==> config.mk <==
export PLATFORM = sky130hd
export DESIGN_NAME = alu_input_sequencer
export DESIGN_NICKNAME = d
export VERILOG_FILES = /design/src/rtl/alu_input_sequencer_pkg.sv /design/src/rtl/alu_input_sequencer_key_debounce.sv /design/src/rtl/alu_input_sequencer.sv
export SDC_FILE = /design/constraint.sdc
export NUM_CORES = 1
export LEC_CHECK = 0
export ABC_AREA = 1
export CORE_MARGIN = 5
export CORE_UTILIZATION = 55
export CTS_CLUSTER_DIAMETER = 40
export DETAILED_ROUTE_END_ITERATION = 8
export GPL_TIMING_DRIVEN = 0
export PLACE_DENSITY = 0.85
export SLEW_MARGIN = 20
export SYNTH_ARGS = -nofsm -noshare
export SYNTH_HDL_FRONTEND = slang
export SYNTH_HIERARCHICAL = 1
export SYNTH_SLANG_ARGS = --single-unit
==> constraint.sdc <==
create_clock -name CLK -period 1.7 [get_ports CLK]
set_clock_uncertainty 0.15 [all_clocks]
set_input_delay 0.34 -clock CLK [delete_from_list [all_inputs] [get_ports CLK]]
set_output_delay 0.34 -clock CLK [all_outputs]
set_load 0.005 [all_outputs]
==> src/rtl/alu_input_sequencer_pkg.sv <==
// Shared types and constants for the pushbutton-driven ALU operand sequencer.
package alu_input_sequencer_pkg;

  typedef enum logic [1:0] {
    LOAD_A  = 2'd0,
    LOAD_B  = 2'd1,
    LOAD_OP = 2'd2,
    ISSUE   = 2'd3
  } seq_state_t;

  localparam int unsigned KEY_ENTER  = 0;
  localparam int unsigned KEY_CLEAR  = 1;
  localparam int unsigned KEY_SIGNED = 2;
  localparam int unsigned KEY_REPEAT = 3;
  localparam int unsigned NUM_KEYS   = 4;

  localparam int unsigned OPCODE_W = 4;
  localparam int unsigned DATA_W   = 32;
  localparam int unsigned SW_W     = 16;

  typedef logic [OPCODE_W-1:0] aluop_t;

  // Only the highest-priority key event in a cycle is acted upon.
  typedef enum logic [2:0] {
    ACT_NONE,
    ACT_CLEAR,
    ACT_SIGNED,
    ACT_ENTER,
    ACT_REPEAT
  } key_act_t;

  function automatic logic [DATA_W-1:0] extend_sw(input logic [SW_W-1:0] sw_val,
                                                  input logic            signed_ext);
    logic [DATA_W-1:0] ext;
    if (signed_ext) begin
      ext = {{(DATA_W-SW_W){sw_val[SW_W-1]}}, sw_val};
    end else begin
      ext = {{(DATA_W-SW_W){1'b0}}, sw_val};
    end
    return ext;
  endfunction

endpackage

==> src/rtl/alu_input_sequencer_key_debounce.sv <==
// One pushbutton: 2-flop synchronizer, stable-count debouncer, press-edge pulse.
module key_debounce #(
  parameter int unsigned DB_CYCLES = 250000
) (
  input  logic clk_i,
  input  logic rst_ni,
  input  logic key_ni,
  output logic press_o
);

  localparam int unsigned CNT_W = $clog2(DB_CYCLES + 1);

  // Everything is held in "pressed" polarity so reset value 0 means released.
  logic             sync1_q, sync2_q;
  logic             level_q, level_d;
  logic             level_prev_q;
  logic             press_q;
  logic [CNT_W-1:0] cnt_q, cnt_d;

  always_comb begin
    level_d = level_q;
    cnt_d   = '0;
    if (sync2_q != level_q) begin
      if (cnt_q == CNT_W'(DB_CYCLES)) begin
        level_d = sync2_q;
      end else begin
        cnt_d = cnt_q + CNT_W'(1);
      end
    end
  end

  always_ff @(posedge clk_i or negedge rst_ni) begin
    if (!rst_ni) begin
      sync1_q      <= 1'b0;
      sync2_q      <= 1'b0;
      level_q      <= 1'b0;
      level_prev_q <= 1'b0;
      press_q      <= 1'b0;
      cnt_q        <= '0;
    end else begin
      sync1_q      <= ~key_ni;
      sync2_q      <= sync1_q;
      level_q      <= level_d;
      cnt_q        <= cnt_d;
      level_prev_q <= level_q;
      press_q      <= level_q & ~level_prev_q;
    end
  end

  assign press_o = press_q;

endmodule

==> src/rtl/alu_input_sequencer.sv <==
// Collects operand A, operand B and opcode from switches via debounced keys,
// then issues them to the ALU with a one-cycle valid pulse.
module alu_input_sequencer
  import alu_input_sequencer_pkg::*;
#(
  parameter int unsigned DB_CYCLES = 250000
) (
  input  logic                CLK,
  input  logic                nRST,
  input  logic [NUM_KEYS-1:0] key_n,
  input  logic [SW_W-1:0]     sw,
  output logic [DATA_W-1:0]   porta,
  output logic [DATA_W-1:0]   portb,
  output logic [OPCODE_W-1:0] aluop,
  output logic                valid,
  output logic [1:0]          state
);

  logic [NUM_KEYS-1:0] press;

  for (genvar g = 0; g < NUM_KEYS; g++) begin : g_key
    key_debounce #(
      .DB_CYCLES(DB_CYCLES)
    ) u_key_debounce (
      .clk_i  (CLK),
      .rst_ni (nRST),
      .key_ni (key_n[g]),
      .press_o(press[g])
    );
  end

  key_act_t act;

  always_comb begin
    act = ACT_NONE;
    if (press[KEY_CLEAR]) begin
      act = ACT_CLEAR;
    end else if (press[KEY_SIGNED]) begin
      act = ACT_SIGNED;
    end else if (press[KEY_ENTER]) begin
      act = ACT_ENTER;
    end else if (press[KEY_REPEAT]) begin
      act = ACT_REPEAT;
    end
  end

  seq_state_t        state_q;
  logic [DATA_W-1:0] porta_q, portb_q;
  aluop_t            aluop_q;
  logic              valid_q;
  logic              issued_q;
  logic              capture;
  logic [DATA_W-1:0] operand;

  assign capture = (act == ACT_SIGNED) || (act == ACT_ENTER);
  assign operand = extend_sw(sw, act == ACT_SIGNED);

  always_ff @(posedge CLK or negedge nRST) begin
    if (!nRST) begin
      state_q  <= LOAD_A;
      porta_q  <= '0;
      portb_q  <= '0;
      aluop_q  <= '0;
      valid_q  <= 1'b0;
      issued_q <= 1'b0;
    end else begin
      valid_q <= 1'b0;
      unique case (state_q)
        LOAD_A: begin
          if (act == ACT_CLEAR) begin
            issued_q <= 1'b0;
          end else if (capture) begin
            porta_q <= operand;
            state_q <= LOAD_B;
          end else if (act == ACT_REPEAT && issued_q) begin
            state_q <= ISSUE;
            valid_q <= 1'b1;
          end
        end
        LOAD_B: begin
          if (act == ACT_CLEAR) begin
            issued_q <= 1'b0;
            state_q  <= LOAD_A;
          end else if (capture) begin
            portb_q <= operand;
            state_q <= LOAD_OP;
          end
        end
        LOAD_OP: begin
          if (act == ACT_CLEAR) begin
            issued_q <= 1'b0;
            state_q  <= LOAD_A;
          end else if (capture) begin
            aluop_q <= sw[OPCODE_W-1:0];
            state_q <= ISSUE;
            valid_q <= 1'b1;
          end
        end
        ISSUE: begin
          issued_q <= 1'b1;
          state_q  <= LOAD_A;
        end
        default: state_q <= LOAD_A;
      endcase
    end
  end

  assign porta = porta_q;
  assign portb = portb_q;
  assign aluop = aluop_q;
  assign valid = valid_q;
  assign state = state_q;

endmodule

==> flow_metrics.env <==
export IMPL_status="finished with violations"
export IMPL_violations="negative setup slack"
export IMPL_startpoint_type="flip-flop"
export IMPL_yosysTopAreaCell="dfrtp_1"
export IMPL_finalPower_mw=7.45
export IMPL_synth_nets=817
export IMPL_antenna_found_initial=0
export IMPL_n_fill_cell=772
export IMPL_p_sw_frac=0.209
export IMPL_period_needed_ns=1.82
export IMPL_die_y_um=119
export IMPL_ir_drop_v=0.000752
export IMPL_initial_utilization=0.567
export IMPL_synth_warnings=6
export IMPL_first_iter_violations=382
export IMPL_dr_pass1_iters=4
export IMPL_maxCapViolations=0
export IMPL_cp_arrival_ns=1.33
export IMPL_cp_required_ns=1.21
export IMPL_area_growth_pct=32.8
export IMPL_drv_slew=0
export IMPL_die_area_um2=14200
export IMPL_regArea_um2=3360
export IMPL_p_sw_mw=1.56
export IMPL_final_core_util=0.753
export IMPL_cpMostUsedCell="buf_6"
export IMPL_grt_overflow_total=0
export IMPL_power_density_nw_per_um2=856
export IMPL_worstHoldPathType="reg2reg"
export IMPL_yosysTopAreaCellShare=0.511
export IMPL_combinationalPowerShare=0.033
export IMPL_path_clk_slew_ns=0.06
export IMPL_p_int_mw=5.89
export IMPL_ioPinCount=93
export IMPL_rows=39
export IMPL_cts_sinks=134
export IMPL_vias=5621
export IMPL_synth_cell_types=21
export IMPL_clockBufferDepth=2
export IMPL_crit_slowest_cell="dfrtp_2"
export IMPL_p_leak_nw=4.04
export IMPL_gp_congestion=0.892
export IMPL_fin_ws_ns=-0.120
export IMPL_cts_tree="yes"
export IMPL_coreArea_um2=11600
export IMPL_period_share=1.07
export IMPL_worstMarginPinSlew_ns=0.542
export IMPL_setup_worst_path_class="reg2out"
export IMPL_dp_cells=1023
export IMPL_pwr_share_clk=0.530
export IMPL_p_seq_frac=0.437
export IMPL_drive_gt1_frac=0.189
export IMPL_layout_cells_non_filler=1076
export IMPL_clockRootBuffer="clkbuf_16"
export IMPL_grt_pass1_vias=5505
export IMPL_grt_util_all_layers=0.236
export IMPL_place_port_buffers=92
export IMPL_finalNetCount=950
export IMPL_die_w_um=119
export IMPL_syn_avg_cell_area_um2=8.33
export IMPL_cp_top_family="buffers and inverters"
export IMPL_grt_pass1_wl_um=26700
export IMPL_dp_slack_ns=-0.163
export IMPL_ant_nets=0
export IMPL_wl_um=16700
export IMPL_synthTopCellsByArea="dfrtp_1 51%, nand2_1 9.0%, nor2_1 9.0%"
export IMPL_slew_headroom=0.637
export IMPL_synthCells=787
export IMPL_diodes=0
export IMPL_worstSetupEndpointType="primary output"
export IMPL_critPathMaxStageDelay_ns=0.42
export IMPL_synth_seq_cells=134
export IMPL_grt_max_degree=81
export IMPL_clock_latency_ns=0.42
export IMPL_crit_buf_inv=4
export IMPL_hpwlAfterDp_um=10200
export IMPL_path_max_fanout=6
export IMPL_cts_buffers=17
export IMPL_multi_input_area_um2=2660
export IMPL_rsz0062_at_grt="true"
export IMPL_worstPathCellList="buf_6 > buf_6 > buf_6 > buf_6"
export IMPL_achievable_frequency_mhz=549
export IMPL_h_tree_depth=4
export IMPL_setup_viol=22
export IMPL_netlist_area_um2=6560
export IMPL_synth_seq_area_share=0.511
export IMPL_wl_per_cell_um=15.5
export IMPL_hold_viol_final=0
export IMPL_viasPerCell=5.22
export IMPL_drc=0
==> metal layers <==
| layer | up-vias | routed length (µm) | track usage |
|---|---|---|---|
| li1 | 2693 | - | - |
| met1 | 2677 | 6760 | 0.287 |
| met2 | 220 | 8320 | 0.399 |
| met3 | 31 | 1210 | 0.0659 |
| met4 | 0 | 403 | 0.0920 |
| met5 | - | 0 | 0 |
==> synthesized netlist by cell type, drive strengths merged <==
library cell and instances:
o21bai 4, buf 36, nor3 8, o21ai 45, xor2 20, dfrtp 134
nand4 8, nand2 172, a21oi 21, inv 91, xnor2 16, nor2 179
nand3 45, ha 8
==> cell usage in the layout (no fill, tap or decap), drive strengths merged <==
| master | instances |
|---|---|
| buf | 88 |
| dfrtp | 134 |
| clkbuf | 22 |
| xnor2 | 16 |
| nor3 | 8 |
| a21oi | 21 |
| clkdlybuf4s15 | 1 |
| dlygate4sd3 | 1 |
| nand4 | 8 |
| xor2 | 20 |
| clkinv | 6 |
| nand3 | 45 |
| o21bai | 4 |
| nor2 | 179 |
| dlygate4sd2 | 39 |
| o21ai | 45 |
| nand2 | 172 |
| ha | 8 |
| clkdlybuf4s50 | 20 |
| inv | 91 |
| bufinv | 4 |
| clkinvlp | 1 |
==> metrics by stage <==
step / area [µm²] / TNS (ns) / hold WS, ns
floorplan: 6560 / 0 / -0.106
finish: 8700 / -2.09 / 0.196
global route: 8700 / -2.97 / 0.214
detailed placement: 7690 / -4.25 / 0.134
global placement: 7660 / -684.23 / 0.183
CTS: 8580 / -2.60 / 0.198
==> final cells by class <==
cell class	count	share of cell area
flip-flops and latches	134	0.386
clock buffers	21	0.0540
clock inverters	11	0.0198
multi-input cells	526	0.306
repair buffers	124	0.144
well taps	143	0.0206
plain buffers	26	0.0305
inverters	91	0.0392
==> final timing paths <==
| check | endpoint | slack [ns] | startpoint | cells past startpoint |
|---|---|---|---|---|
| setup / recovery | porta[28] | -0.12 | porta[30] | 4 |
| hold / removal | g_key[3].u_key_debounce/sync2_q | 0.20 | g_key[3].u_key_debounce/sync1_q | 0 |
| setup reg to reg | g_key[2].u_key_debounce/cnt_q[10] | 0.09 | g_key[2].u_key_debounce/cnt_q[0] | 9 |
| hold reg to reg | g_key[3].u_key_debounce/sync2_q | 0.20 | g_key[3].u_key_debounce/sync1_q | 0 |
| max in group asynchronous | state[0] | 0.40 | nRST | 3 |
| min in group asynchronous | g_key[1].u_key_debounce/cnt_q[0] | 0.28 | nRST | 2 |
==> flip-flops by register name, summed over array words and instances (netlist names), 4 cells and up <==
register	cells
g_key.u_key_debounce/cnt_q	72
g_key.u_key_debounce/press_o	4
g_key.u_key_debounce/sync1_q	4
portb	17
porta	17
aluop	4
g_key.u_key_debounce/sync2_q	4
g_key.u_key_debounce/level_prev_q	4
g_key.u_key_debounce/level_q	4
==> worst register-to-register path: stages, from the launching register on <==
cell	delay (ns)
dfrtp_1	0.38
ha_2	0.21
nand2_2	0.08
nor2_4	0.18
nand2_4	0.09
nor2_4	0.11
nand2_1	0.08
nand2_1	0.10
nand2_1	0.05
nor2_1	0.10
==> kinds of logic (layout without fill, tap and decap cells) <==
logic type	Yosys count	in the layout	synth area share
buf+inv	127	273	0.0926
compound gates	70	70	0.0550
fa+ha+maj	8	8	0.0153
simple gates	412	412	0.273
xor+xnor	36	36	0.0527
flops	134	134	0.511
==> power by group through the flow <==
stage | logic, mW | clock network, mW | registers [mW]
6_report | 0.246 | 3.95 | 3.25
3_5_place_dp | 0.240 | 0 | 3.31
4_1_cts | 0.245 | 3.98 | 3.25
5_1_grt | 0.285 | 4.16 | 3.25
2_1_floorplan | 0.0910 | 0 | 3.30
3_3_place_gp | 0.222 | 0 | 3.31
==> repair_timing <==
action | in CTS | in global routing
endpoints found under the hold margin | 54 | 0
hold buffers | 1 | 0
resized for setup | 223 | 42
endpoints found under the setup margin | 71 | 45
pin swaps | 0 | 3
setup buffers | 25 | 7
Power figures use the tool's default switching activity.
